File: config.mk
export PLATFORM = sky130hd
export DESIGN_NAME = mem_port_arbiter
export DESIGN_NICKNAME = d
export VERILOG_FILES = /design/src/rtl/mem_port_arbiter.sv
export SDC_FILE = /design/constraint.sdc
export NUM_CORES = 1
export LEC_CHECK = 0
export ABC_CLOCK_PERIOD_IN_PS = 4600
export BUFFER_PORTS_ARGS = -buffer_cell sky130_fd_sc_hd__buf_2
export CELL_PAD_IN_SITES_DETAIL_PLACEMENT = 0
export CELL_PAD_IN_SITES_GLOBAL_PLACEMENT = 1
export CORE_ASPECT_RATIO = 1.25
export CORE_MARGIN = 1.5
export CORE_UTILIZATION = 39
export DETAILED_ROUTE_END_ITERATION = 12
export GPL_ROUTABILITY_DRIVEN = 0
export PLACE_DENSITY = 0.92
export SLEW_MARGIN = 20
export SYNTH_ARGS = -nofsm -noshare
export SYNTH_HDL_FRONTEND = slang
export SYNTH_SLANG_ARGS = --single-unit
File: constraint.sdc
create_clock -name clk -period 4.6 [get_ports clk]
set_clock_uncertainty 0.15 [all_clocks]
set_input_delay 0.92 -clock clk [delete_from_list [all_inputs] [get_ports clk]]
set_output_delay 0.92 -clock clk [all_outputs]
set_load 0.02 [all_outputs]
File: src/rtl/mem_port_arbiter.sv
// Arbitrates the instruction-fetch and data ports onto one single-port memory.
// Optional macro STARVE_GUARD_EN bounds consecutive data grants while fetch waits.
module mem_port_arbiter #(
  parameter int ADDR_W     = 32,
  parameter int DATA_W     = 32,
  parameter int STARVE_MAX = 3
) (
  input  logic              clk,
  input  logic              rst_n,
  input  logic              if_req,
  input  logic [ADDR_W-1:0] if_addr,
  output logic              if_valid,
  output logic [DATA_W-1:0] if_rdata,
  input  logic              dm_req,
  input  logic              dm_we,
  input  logic [ADDR_W-1:0] dm_addr,
  input  logic [DATA_W-1:0] dm_wdata,
  output logic              dm_done,
  output logic [DATA_W-1:0] dm_rdata,
  output logic              mem_req,
  output logic              mem_we,
  output logic [ADDR_W-1:0] mem_addr,
  output logic [DATA_W-1:0] mem_wdata,
  input  logic              mem_ready,
  input  logic [DATA_W-1:0] mem_rdata,
  output logic              Pc_Write,
  output logic              If_Id_Write,
  output logic              Mem_Stall
);

  typedef enum logic [1:0] {IDLE, FETCH, DATA} state_t;

  state_t state;
  logic   starve_hit;
  logic   arb_point;
  logic   pick_data;
  logic   pick_fetch;

`ifdef STARVE_GUARD_EN
  localparam int CNT_W = (STARVE_MAX < 1) ? 1 : $clog2(STARVE_MAX + 1);

  logic [CNT_W-1:0] starve_cnt;

  assign starve_hit = if_req && (starve_cnt == CNT_W'(STARVE_MAX));

  // Counts data grants made while fetch is waiting; never exceeds STARVE_MAX
  // because hitting the limit hands the next grant to fetch.
  always_ff @(posedge clk or negedge rst_n) begin
    if (!rst_n) begin
      starve_cnt <= '0;
    end else if (!if_req) begin
      starve_cnt <= '0;
    end else if (arb_point && pick_fetch) begin
      starve_cnt <= '0;
    end else if (arb_point && pick_data) begin
      starve_cnt <= starve_cnt + 1'b1;
    end
  end
`else
  // Strict data priority; STARVE_MAX is referenced only to keep one interface.
  assign starve_hit = 1'b0 & (STARVE_MAX != 0);
`endif

  // NOTE: pure continuous assigns for the decode keep this path latch-free;
  // every grant decision is a complete function of the current inputs.
  assign arb_point  = (state == IDLE) || mem_ready;
  assign pick_data  = dm_req && !starve_hit;
  assign pick_fetch = if_req && !pick_data;

  assign Pc_Write    = if_valid;
  assign If_Id_Write = if_valid;
  assign Mem_Stall   = dm_req && !dm_done;

  always_ff @(posedge clk or negedge rst_n) begin
    if (!rst_n) begin
      state     <= IDLE;
      mem_req   <= 1'b0;
      mem_we    <= 1'b0;
      mem_addr  <= '0;
      mem_wdata <= '0;
      if_valid  <= 1'b0;
      if_rdata  <= '0;
      dm_done   <= 1'b0;
      dm_rdata  <= '0;
    end else begin
      // NOTE: non-blocking throughout; the pulse defaults below are overridden
      // later in the same block and take effect together at the clock edge.
      if_valid <= 1'b0;
      dm_done  <= 1'b0;

      if (state == FETCH && mem_ready) begin
        if_valid <= 1'b1;
        if_rdata <= mem_rdata;
      end
      if (state == DATA && mem_ready) begin
        dm_done  <= 1'b1;
        dm_rdata <= mem_rdata;
      end

      // Completion re-arbitrates on the same edge so a waiting requester
      // follows without an idle cycle; mem_ready in IDLE is never looked at.
      if (arb_point) begin
        if (pick_data) begin
          state     <= DATA;
          mem_req   <= 1'b1;
          mem_we    <= dm_we;
          mem_addr  <= dm_addr;
          mem_wdata <= dm_wdata;
        end else if (pick_fetch) begin
          state    <= FETCH;
          mem_req  <= 1'b1;
          mem_we   <= 1'b0;
          mem_addr <= if_addr;
        end else begin
          state   <= IDLE;
          mem_req <= 1'b0;
          mem_we  <= 1'b0;
        end
      end
    end
  end

endmodule

Word level (Yosys, flattened, before mapping)
Index checks and enable logic that the tools add are counted. W data, S select, Z words.

Register bits after elaboration: 134. Latch bits: 0. RAM bits: 0. Bits in read-only memories: 0. Bits of input ports: 134. Output and inout bits: 135. Word-level logic and storage cells: 31. Memories: 0.

$add $sub $neg: 0. Multiply operators: 0. Div/mod/pow operators: 0. Magnitude comparators: 0. Eq/ne operators: 2. Shift operators: 0. Muxes and demuxes: 9. Bitwise gates (word level): 0. Reductions and logical operators: 11.

Operators with widths (number): $mux W32 (2); $mux W1 (6); $logic_and A1 B1 Y1 (4); $reduce_and A2 Y1 (2); $eq A2 B1 Y1 const B (1); $eq A2 B2 Y1 const B (1); $logic_not A1 Y1 (2); $logic_not A2 Y1 (1); $mux W2 (1); $reduce_bool A2 Y1 (1); $logic_or A1 B1 Y1 (1).

Logic depth before layout (Yosys ltp)
Depth after elaboration: 4. Gate-level depth with buffers: 5. Gate-level depth less buffers: 3.

Worst setup path after synthesis
Ideal clock, no wire load.

Path kind: input-to-output. From: input port dm_req. To: output port Mem_Stall. Arrival: 1671 ps. Data required time: 3530 ps. Path slack: 1859 ps. Cell stages on the path: 3. Path buffers: 2. Cells stage by stage: buf_2 > buf_2 > nor2b_1.

Word-level cells in the longest chain between the ends: 1.

RTL lines: start: declaration (line 14) `input logic dm_req,`; $logic_and A1 B1 Y1 (line 72) `assign Mem_Stall = dm_req && !dm_done;`; end: declaration (line 28) `output logic Mem_Stall`.

Every way passes these cells.

Final worst setup path
Same ends and word-level chain as after synthesis.

==> run_results.csv <==
group,metric,value,unit
final_layout,num_antenna_cells,0,
power,p_per_area,537.1,nW/µm²
timing,fmax,394.5,MHz
clock_network,h-tree-depth,4,
synth,post_synth.cell_area_avg,16.61,µm²
timing,setup_slack,2.065,ns
power,total_power,4.055,mW
grt,grt_max_degree,80,
synth,synth_area,5499,µm²
clock_network,holdBufCountCts,0,
timing,tns,0,ns
worst_setup_path,critPathRequiredTime,3.53,ns
worst_setup_path,cp-start-kind,"primary input",
timing,slew_violations,0,
timing,fin_crit_sh,55.11,%
power,pwr-share-clk,32.2,%
timing,fin_crit,2.535,ns
power,seqPwrFrac,39.3,%
worst_setup_path,worst-setup-path-type,"in2out",
synth,syn_inst,331,
grt,grt_pass1_wl,19630,µm
power,comb_power_share,28.5,%
grt,grt.total_usage,17.31,%
final_layout,drive_above_1_share,75.77,%
timing,hold_violations,0,
timing,setup_violations,0,
place,numPortBuffers,268,
clock_network,clk_latency,0.39,ns
drt,drtIter0Drc,102,
drt,ant_nets,0,
clock_network,cts.path.max_buffers,2,
synth,ys_ff_latch,134,
worst_setup_path,worstPathArrival,1.47,ns
die,initial_core_util,39.81,%
final_layout,utilization,54.66,%
synth,syn-num-nets,465,
timing,worst_pin_slew,1.050,ns
clock_network,cts-root-buf,"clkbuf_16",
drt,vias_per_cell,4.767,
grt,antenna_found_initial,1,
die,io_pins,269,
die,die-area,14830,µm²
final_layout,fin_nets,737,
drt,avgRoutedWirePerCell,16.41,µm
power,intPower,2.768,mW
die,die_h,135.8,µm
run,drv_cap,0,
power,p_sw_share,31.74,%
drt,post-route-drc-count,0,
power,p_sw,1.287,mW
grt,grt_overflow,0,
synth,synth_cell_types,17,
place,dp_cells,759,
power,p_leak,3.797,nW
clock_network,cts-buffers-inserted,17,
worst_setup_path,r2r-start,"state[0]$_DFFE_PN0P_",
place,place_ws,1.760,ns
outcome,outcome,"finished, final reports clean",
synth,seq_area_frac_synth,60.98,%
grt,first_global_vias,4008,
clock_network,cts_tree,"yes",
drt,wl,12970,µm
place,hpwlAfterDp,9648,µm
timing,rsz0062_at_grt,"no",
drt,vias,3766,
worst_setup_path,endpoint_kind,"primary output",
worst_setup_path,path_max_fanout,8,
min_path,hp-class,"reg2reg",
die,coreArea,13810,µm²
clock_network,cts.sinks,134,
final_layout,final_cells,790,
clock_network,cts.repair.resized,0,
worst_setup_path,crit_start,"dm_req",
power,max-vdd-ir-drop,0.0002581,V
timing,slew_headroom,29.99,%
clock_network,clkSlewWorstSetupHoldPaths,0.06,ns
die,rows,48,
die,die_w,109.2,µm
worst_setup_path,rrSetupSlack,2.40,ns
min_path,min-delay-start,"mem_req$_DFFE_PN0P_",
synth,ys_warn_count,0,
drt,firstDrtPassIters,4,
final_layout,area_growth,37.29,%
clock_network,cts_setup_buffers,0,
[per-stage QoR]
stage / instance area [µm²] / hold WS, ns
after global routing: 7550 / 0.3629
after CTS: 7550 / 0.3440
after global placement: 6977 / 0.3225
after floorplan: 5499 / 0.4132
after detailed placement: 6977 / 0.3314
final: 7550 / 0.3360
[synth_stat cells]
cell type | n | area, µm²
a21o_1 | 1 | 7.510
buf_2 | 13 | 65.06
buf_4 | 2 | 15.01
buf_6 | 4 | 45.04
dfrtp_1 | 134 | 3353
inv_1 | 5 | 18.77
mux2_2 | 131 | 1475
mux2_4 | 29 | 435.4
nand2_1 | 1 | 3.750
nand2_2 | 1 | 6.260
nand2b_1 | 1 | 6.260
nand3_1 | 2 | 10.01
nand3b_1 | 2 | 15.01
nor2b_1 | 1 | 6.260
o21a_1 | 1 | 7.510
o21ai_0 | 2 | 10.01
o21bai_4 | 1 | 18.77
[state kept, by name (all words and copies together) (netlist names)]
signal and flops:
if_rdata 32, If_Id_Write 1, state 2, dm_rdata 32, mem_wdata 32, dm_done 1
mem_addr 32, mem_we 1, mem_req 1
[worst max-delay path, stage by stage]
cell	delay [ns]
buf_2	0.18
nor2b_1	0.18
buf_2	0.19
[cells in the final DEF (no fill, tap or decap)]
| master | synthesis | routed |
|---|---|---|
| clkinvlp_4 | 0 | 2 |
| clkbuf_1 | 0 | 1 |
| o21ai_0 | 2 | 2 |
| clkinv_4 | 0 | 3 |
| o21a_2 | 0 | 1 |
| nand2_1 | 1 | 1 |
| mux2_2 | 131 | 131 |
| nand2_2 | 1 | 1 |
| buf_4 | 2 | 4 |
| clkinv_2 | 0 | 4 |
| a21o_1 | 1 | 1 |
| mux2_4 | 29 | 29 |
| nand3_1 | 2 | 1 |
| inv_6 | 0 | 1 |
| dfrtp_1 | 134 | 134 |
| nand3b_1 | 2 | 2 |
| o21bai_4 | 1 | 1 |
| nor2b_1 | 1 | 1 |
| bufinv_16 | 0 | 2 |
| buf_6 | 4 | 1 |
| clkbuf_16 | 0 | 17 |
| nand3_2 | 0 | 1 |
| inv_1 | 5 | 5 |
| clkbuf_8 | 0 | 1 |
| buf_2 | 13 | 267 |
| nand2b_1 | 1 | 1 |
[area by class of cell]
cell class | count | area [µm²]
fillers | 1199 | 6264
flip-flops and latches | 134 | 3353
multi-input cells | 173 | 2008
repair buffers | 272 | 1378
clock buffers | 19 | 442.9
well taps | 175 | 219.0
clock inverters | 12 | 130.1
inverters | 5 | 18.77
[worst paths after layout]
check,end,cells after the start
hold reg to reg,mem_req$_DFFE_PN0P_,1
min in group asynchronous,mem_wdata[1]$_DFFE_PN0P_,1
max in group asynchronous,mem_wdata[22]$_DFFE_PN0P_,2
setup / recovery,Mem_Stall,3
hold / removal,mem_req$_DFFE_PN0P_,1
setup reg to reg,mem_addr[1]$_DFFE_PN0P_,3
[kinds of logic after synthesis]
| logic type | synth area share [%] |
|---|---|
| simple gates | 0.8647 |
| buf+inv | 2.616 |
| compound gates | 0.7965 |
| flops | 60.98 |
| mux | 34.74 |
[power groups by stage]
stage / registers (mW) / clock network [mW] / logic (mW)
global placement: 1.60 / 0 / 1.14
floorplan: 1.95 / 0 / 0.370
CTS: 1.60 / 1.34 / 1.17
finish: 1.59 / 1.31 / 1.15
detailed placement: 1.61 / 0 / 1.17
global route: 1.63 / 1.39 / 1.22
[layer usage]
| layer | part of all wire [%] | GRT usage [%] |
|---|---|---|
| met1 | 36 | 18.52 |
| met2 | 54 | 31.63 |
| met3 | 7.0 | 4.954 |
| met4 | 2.1 | 6.782 |
| met5 | 0.093 | 0 |
Power figures use the tool's default switching activity.
